**src/rtl/piso_pkg.sv**
```systemverilog
// rtl/piso_pkg.sv - shared state encoding and width limits for piso_serializer
// State PARITY is only reachable when PISO_SER_PARITY_EN is defined.
package piso_pkg;

  localparam int MIN_WIDTH = 2;

  typedef logic [1:0] state_t;

  localparam state_t IDLE   = 2'd0;
  localparam state_t SHIFT  = 2'd1;
  localparam state_t PARITY = 2'd2;

endpackage

```
**src/rtl/piso_bit_counter.sv**
```systemverilog
// rtl/piso_bit_counter.sv - per-frame bit counter for piso_serializer
// last flags the cycle in which the WIDTH-th data bit is on the output.
module piso_bit_counter
  import piso_pkg::*;
#(
  parameter int WIDTH = 8
) (
  input  logic clk,
  input  logic rst,
  input  logic clear,
  input  logic enable,
  output logic last
);

  localparam int CW = $clog2(WIDTH + 1);

  logic [CW-1:0] count;

  // Saturates at WIDTH so the count can never wrap inside a frame.
  always_ff @(posedge clk) begin
    if (rst || clear) begin
      count <= '0;
    end else if (enable && (count != CW'(WIDTH))) begin
      count <= count + CW'(1);
    end
  end

  assign last = (count == CW'(WIDTH - 1));

endmodule

```
**src/rtl/piso_serializer.sv**
```systemverilog
// rtl/piso_serializer.sv - parallel-in serial-out shifter with ready/valid load
// Define PISO_SER_PARITY_EN to append one even-parity bit to every frame.
module piso_serializer
  import piso_pkg::*;
#(
  parameter int WIDTH     = 8,
  parameter bit MSB_FIRST = 1'b1
) (
  input  logic             clk,
  input  logic             rst,
  input  logic             load_valid,
  output logic             load_ready,
  input  logic [WIDTH-1:0] parallel_in,
  input  logic             shift_in,
  output logic             serial_out,
  output logic             serial_valid,
  output logic             busy,
  output logic             done
);

  state_t           state;
  logic [WIDTH-1:0] shreg;
  logic [WIDTH-1:0] shifted;
  logic             last;
  logic             accept;
  logic             in_shift;
  logic             cnt_clear;

  assign in_shift = (state == SHIFT);

`ifdef PISO_SER_PARITY_EN
  logic parity;
  assign done = (state == PARITY);
`else
  assign done = in_shift && last;
`endif

  // Ready on the final bit as well as in IDLE, so frames can run back to back.
  assign load_ready   = (state == IDLE) || done;
  assign accept       = load_valid && load_ready;
  assign busy         = (state != IDLE);
  assign serial_valid = busy;
  assign cnt_clear    = accept || !in_shift;

  assign shifted = MSB_FIRST ? {shreg[WIDTH-2:0], shift_in}
                             : {shift_in, shreg[WIDTH-1:1]};

  always_comb begin
    serial_out = 1'b0;
    if (in_shift) begin
      serial_out = MSB_FIRST ? shreg[WIDTH-1] : shreg[0];
    end
`ifdef PISO_SER_PARITY_EN
    else if (state == PARITY) begin
      serial_out = parity;
    end
`endif
  end

  piso_bit_counter #(.WIDTH(WIDTH)) u_bit_counter (
    .clk    (clk),
    .rst    (rst),
    .clear  (cnt_clear),
    .enable (in_shift),
    .last   (last)
  );

  always_ff @(posedge clk) begin
    if (rst) begin
      state <= IDLE;
      shreg <= '0;
`ifdef PISO_SER_PARITY_EN
      parity <= 1'b0;
`endif
    end else if (accept) begin
      state <= SHIFT;
      shreg <= parallel_in;
`ifdef PISO_SER_PARITY_EN
      parity <= ^parallel_in;
`endif
    end else begin
      case (state)
        SHIFT: begin
          shreg <= shifted;
          if (last) begin
`ifdef PISO_SER_PARITY_EN
            state <= PARITY;
`else
            state <= IDLE;
`endif
          end
        end
        default: state <= IDLE;
      endcase
    end
  end

endmodule

```
**config.mk**
```make
export PLATFORM = sky130hd
export DESIGN_NAME = piso_serializer
export DESIGN_NICKNAME = d
export VERILOG_FILES = /design/src/rtl/piso_pkg.sv /design/src/rtl/piso_bit_counter.sv /design/src/rtl/piso_serializer.sv
export SDC_FILE = /design/constraint.sdc
export NUM_CORES = 1
export LEC_CHECK = 0
export CORE_UTILIZATION = 35
export CTS_BUF_LIST = sky130_fd_sc_hd__clkbuf_4 sky130_fd_sc_hd__clkbuf_8
export CTS_CLUSTER_SIZE = 10
export DETAILED_ROUTE_END_ITERATION = 16
export GPL_TIMING_DRIVEN = 0
export SKIP_CTS_REPAIR_TIMING = 1
export SLEW_MARGIN = 20
export SYNTH_ARGS = -nofsm -noshare
export SYNTH_HDL_FRONTEND = slang
export SYNTH_SLANG_ARGS = --single-unit
```
**constraint.sdc**
```tcl
create_clock -name clk -period 1.6 [get_ports clk]
set_clock_uncertainty 0.15 [all_clocks]
set_input_delay 0.16 -clock clk [delete_from_list [all_inputs] [get_ports clk]]
set_output_delay 0.16 -clock clk [all_outputs]
set_load 0.01 [all_outputs]
```
==> results.cfg, run 1 <==
[drt]
drc = 0
wirelength_um = 1850
drt-initial-drc-count = 6
route.detailed.wl_per_inst_um = 13.3
drtPass1Iterations = 4
drtAntennaViolNets = 0
vias = 719
via_per_inst = 5.17

[layout]
diodes = 0
final_nets = 126
area_growth_pct = 34.9
layout-drive-gt1-share = 0.315
utilization = 0.507
fillers = 223
multi_input_area_sq_um = 502
seqCellArea_sq_um = 273

[logic_synthesis]
yosysMostFrequentCell = dfxtp_1
syn_nets = 100
syn-cell-area_sq_um = 840
synth_seq_area_share = 0.310
synthArstFlopShare = 0
yosysWarnings = 0
synthCells = 86
yosysTopAreaCell = dfxtp_1
ys_ff_latch = 13
synthFlopType = dfxtp_1
yosys-top-cells-count = 13 x dfxtp_1, 11 x nor3_1, 6 x nor2_1
synth_area_leaders = dfxtp_1 31%, nor3_1 6.6%, o221ai_1 5.2%, or3b_1 5.2%, buf_6 4.0%
synth_cell_types = 37
synth_edf_count = 0
syn_avg_cell_area_sq_um = 9.76
synth_top_area_frac = 0.310

[global_route]
grt_pass1_wl_um = 3060
grt_pass1_vias = 655
grtUsageMet1 = 0.194
antenna_found_initial = 0
grt_use_met2 = 0.268
grt_use_met3 = 0.0446
track_usage = 0.160
grt_busiest_layer = met2
grt_start_max_net_pins = 11
overflow = 0

[floorplanning]
core-area_sq_mm = 0.00223
fp.dieH_um = 51.0
ioPinCount = 17
start_util = 0.376
dieArea_sq_mm = 0.00260
num_rows = 17
die_x_um = 51.0

[pwr]
leakage_nw = 0.476
finalPower_w = 0.000764
vdd_ir_drop_max_uv = 429
power.density_mw_per_mm2 = 675

[timing]
fin_crit_sh = 1.05
max_freq_ghz = 0.598
tightest_slew_ns = 0.204
hold_viol = 0
final_max_slew_viol_count = 0
relSlewSlack = 0.863
setup_ws_ns = -0.0732
hold_slack_ns = 0.126
min_period_ns = 1.67
setup_viol = 2
rsz0062_at_grt = yes

[clocking]
clock_latency_ns = 0.28
clockRootBuffer = clkbuf_4
h-tree-depth = 1
cts_buffers = 3
clk_pin_slew_ns = 0.08
cts_tree = done
cts_buffer_depth = 2
numClockSinks = 13

[setup_path]
cp_common_cell = buf_6
crit_arrival_ns = 1.36
crit_family = flip-flops
cp_num_buf_inv = 2
critPathLaunchType = flop
cp_num_cells = 5
crit_type = flop to output pin
cp_slowest_cell = dfxtp_4
critical_path.max_stage_delay_ns = 0.37
crit_path_cell_trace = ha_4 -> and3b_1 -> buf_6 -> nand2b_4 -> buf_6
cp.required_ns = 1.29
cp_max_fo = 6
r2r_cells = 7
worstSetupEndpointType = output pin

[job]
cap_violations = 0

[run_status]
violations = setup timing
status = finished with violations

[place]
io_buffer_count = 14
post-place-ws_ns = -0.329
dpl.hpwl_um = 1230
gp_congestion = 0.706

[min_path]
whs_path_depth = 4
hold_path_class = primary input to flop
cell usage in the layout (no fill, tap or decap), types with 2 or more instances in the layout:
cell type | synthesis | layout
nor3_1 | 11 | 11
clkdlybuf4s50_1 | 0 | 10
dfxtp_1 | 13 | 9
buf_4 | 1 | 7
buf_6 | 3 | 6
nor2_1 | 6 | 6
or3b_1 | 5 | 5
o221ai_1 | 5 | 5
clkbuf_4 | 0 | 4
inv_1 | 3 | 3
mux2_2 | 3 | 3
mux2_1 | 3 | 3
a21oi_1 | 3 | 3
dfxtp_4 | 0 | 3
nand3b_1 | 2 | 2
mux2i_1 | 2 | 2
nand2_1 | 2 | 2
state kept, by name (all words and copies together) (netlist names):
name	flops
u_bit_counter.count	4
shreg	8
state	1
per-stage QoR:
stage / instances / setup TNS [ns] / instance area (sq um)
after floorplan: 86 / 0 / 840
after global placement: 128 / -0.805 / 1010
after detailed placement: 128 / -0.815 / 1010
after CTS: 132 / -1.84 / 1040
after global routing: 139 / -0.225 / 1130
final: 139 / -0.123 / 1130
per-layer routing:
layer	vias to the layer above	wire [um]
met5	-	0
li1	366	-
met1	335	854
met3	4	66
met4	0	32
met2	14	898
where the power goes:
part / leakage (nW) / internal [W] / switching [W]
registers: 0.110 / 0.000342 / 0.0000163
clock network: 0.0184 / 0.000114 / 0.000117
logic: 0.348 / 0.000103 / 0.0000714
total: 0.476 / 0.000560 / 0.000204
final cells by class:
type	count	area share
buffer	7	0.0718
timing repair buffer	21	0.172
inverter	4	0.0144
sequential	13	0.241
clock buffer	4	0.0265
multi-input combinational	62	0.443
tap	28	0.0309
worst paths after layout:
kind                               start                     end  slack, ns
setup / recovery  u_bit_counter.count[0]              load_ready      -0.07
hold / removal                load_valid                state[0]       0.13
hold reg to reg   u_bit_counter.count[2]  u_bit_counter.count[2]       0.37
setup reg to reg  u_bit_counter.count[1]                shreg[1]       0.05
tightest hold or removal path: stages:
cell and delay, ns:
buf_6 0.13, buf_8 0.14, inv_1 0.05, a21oi_1 0.05
cells by family after synthesis:
family          after synthesis  synth area share
buf+inv                      11             0.109
fa+ha+maj                     2            0.0298
flops                        13             0.310
simple gates                 37             0.300
xor+xnor                      2            0.0209
compound gates               13             0.127
mux                           8             0.104
Power figures use the tool's default switching activity.
==> inputs of run 2 (changes only) <==
--- a/config.mk
+++ b/config.mk
@@ -7,7 +7,7 @@
 export LEC_CHECK = 0
 export CORE_UTILIZATION = 35
 export CTS_BUF_LIST = sky130_fd_sc_hd__clkbuf_4 sky130_fd_sc_hd__clkbuf_8
-export CTS_CLUSTER_SIZE = 10
+export CTS_CLUSTER_SIZE = 28
 export DETAILED_ROUTE_END_ITERATION = 16
 export GPL_TIMING_DRIVEN = 0
 export SKIP_CTS_REPAIR_TIMING = 1
==> results of run 2 <==
No change in the layout: final DEF, timing and power equal those of run 1.
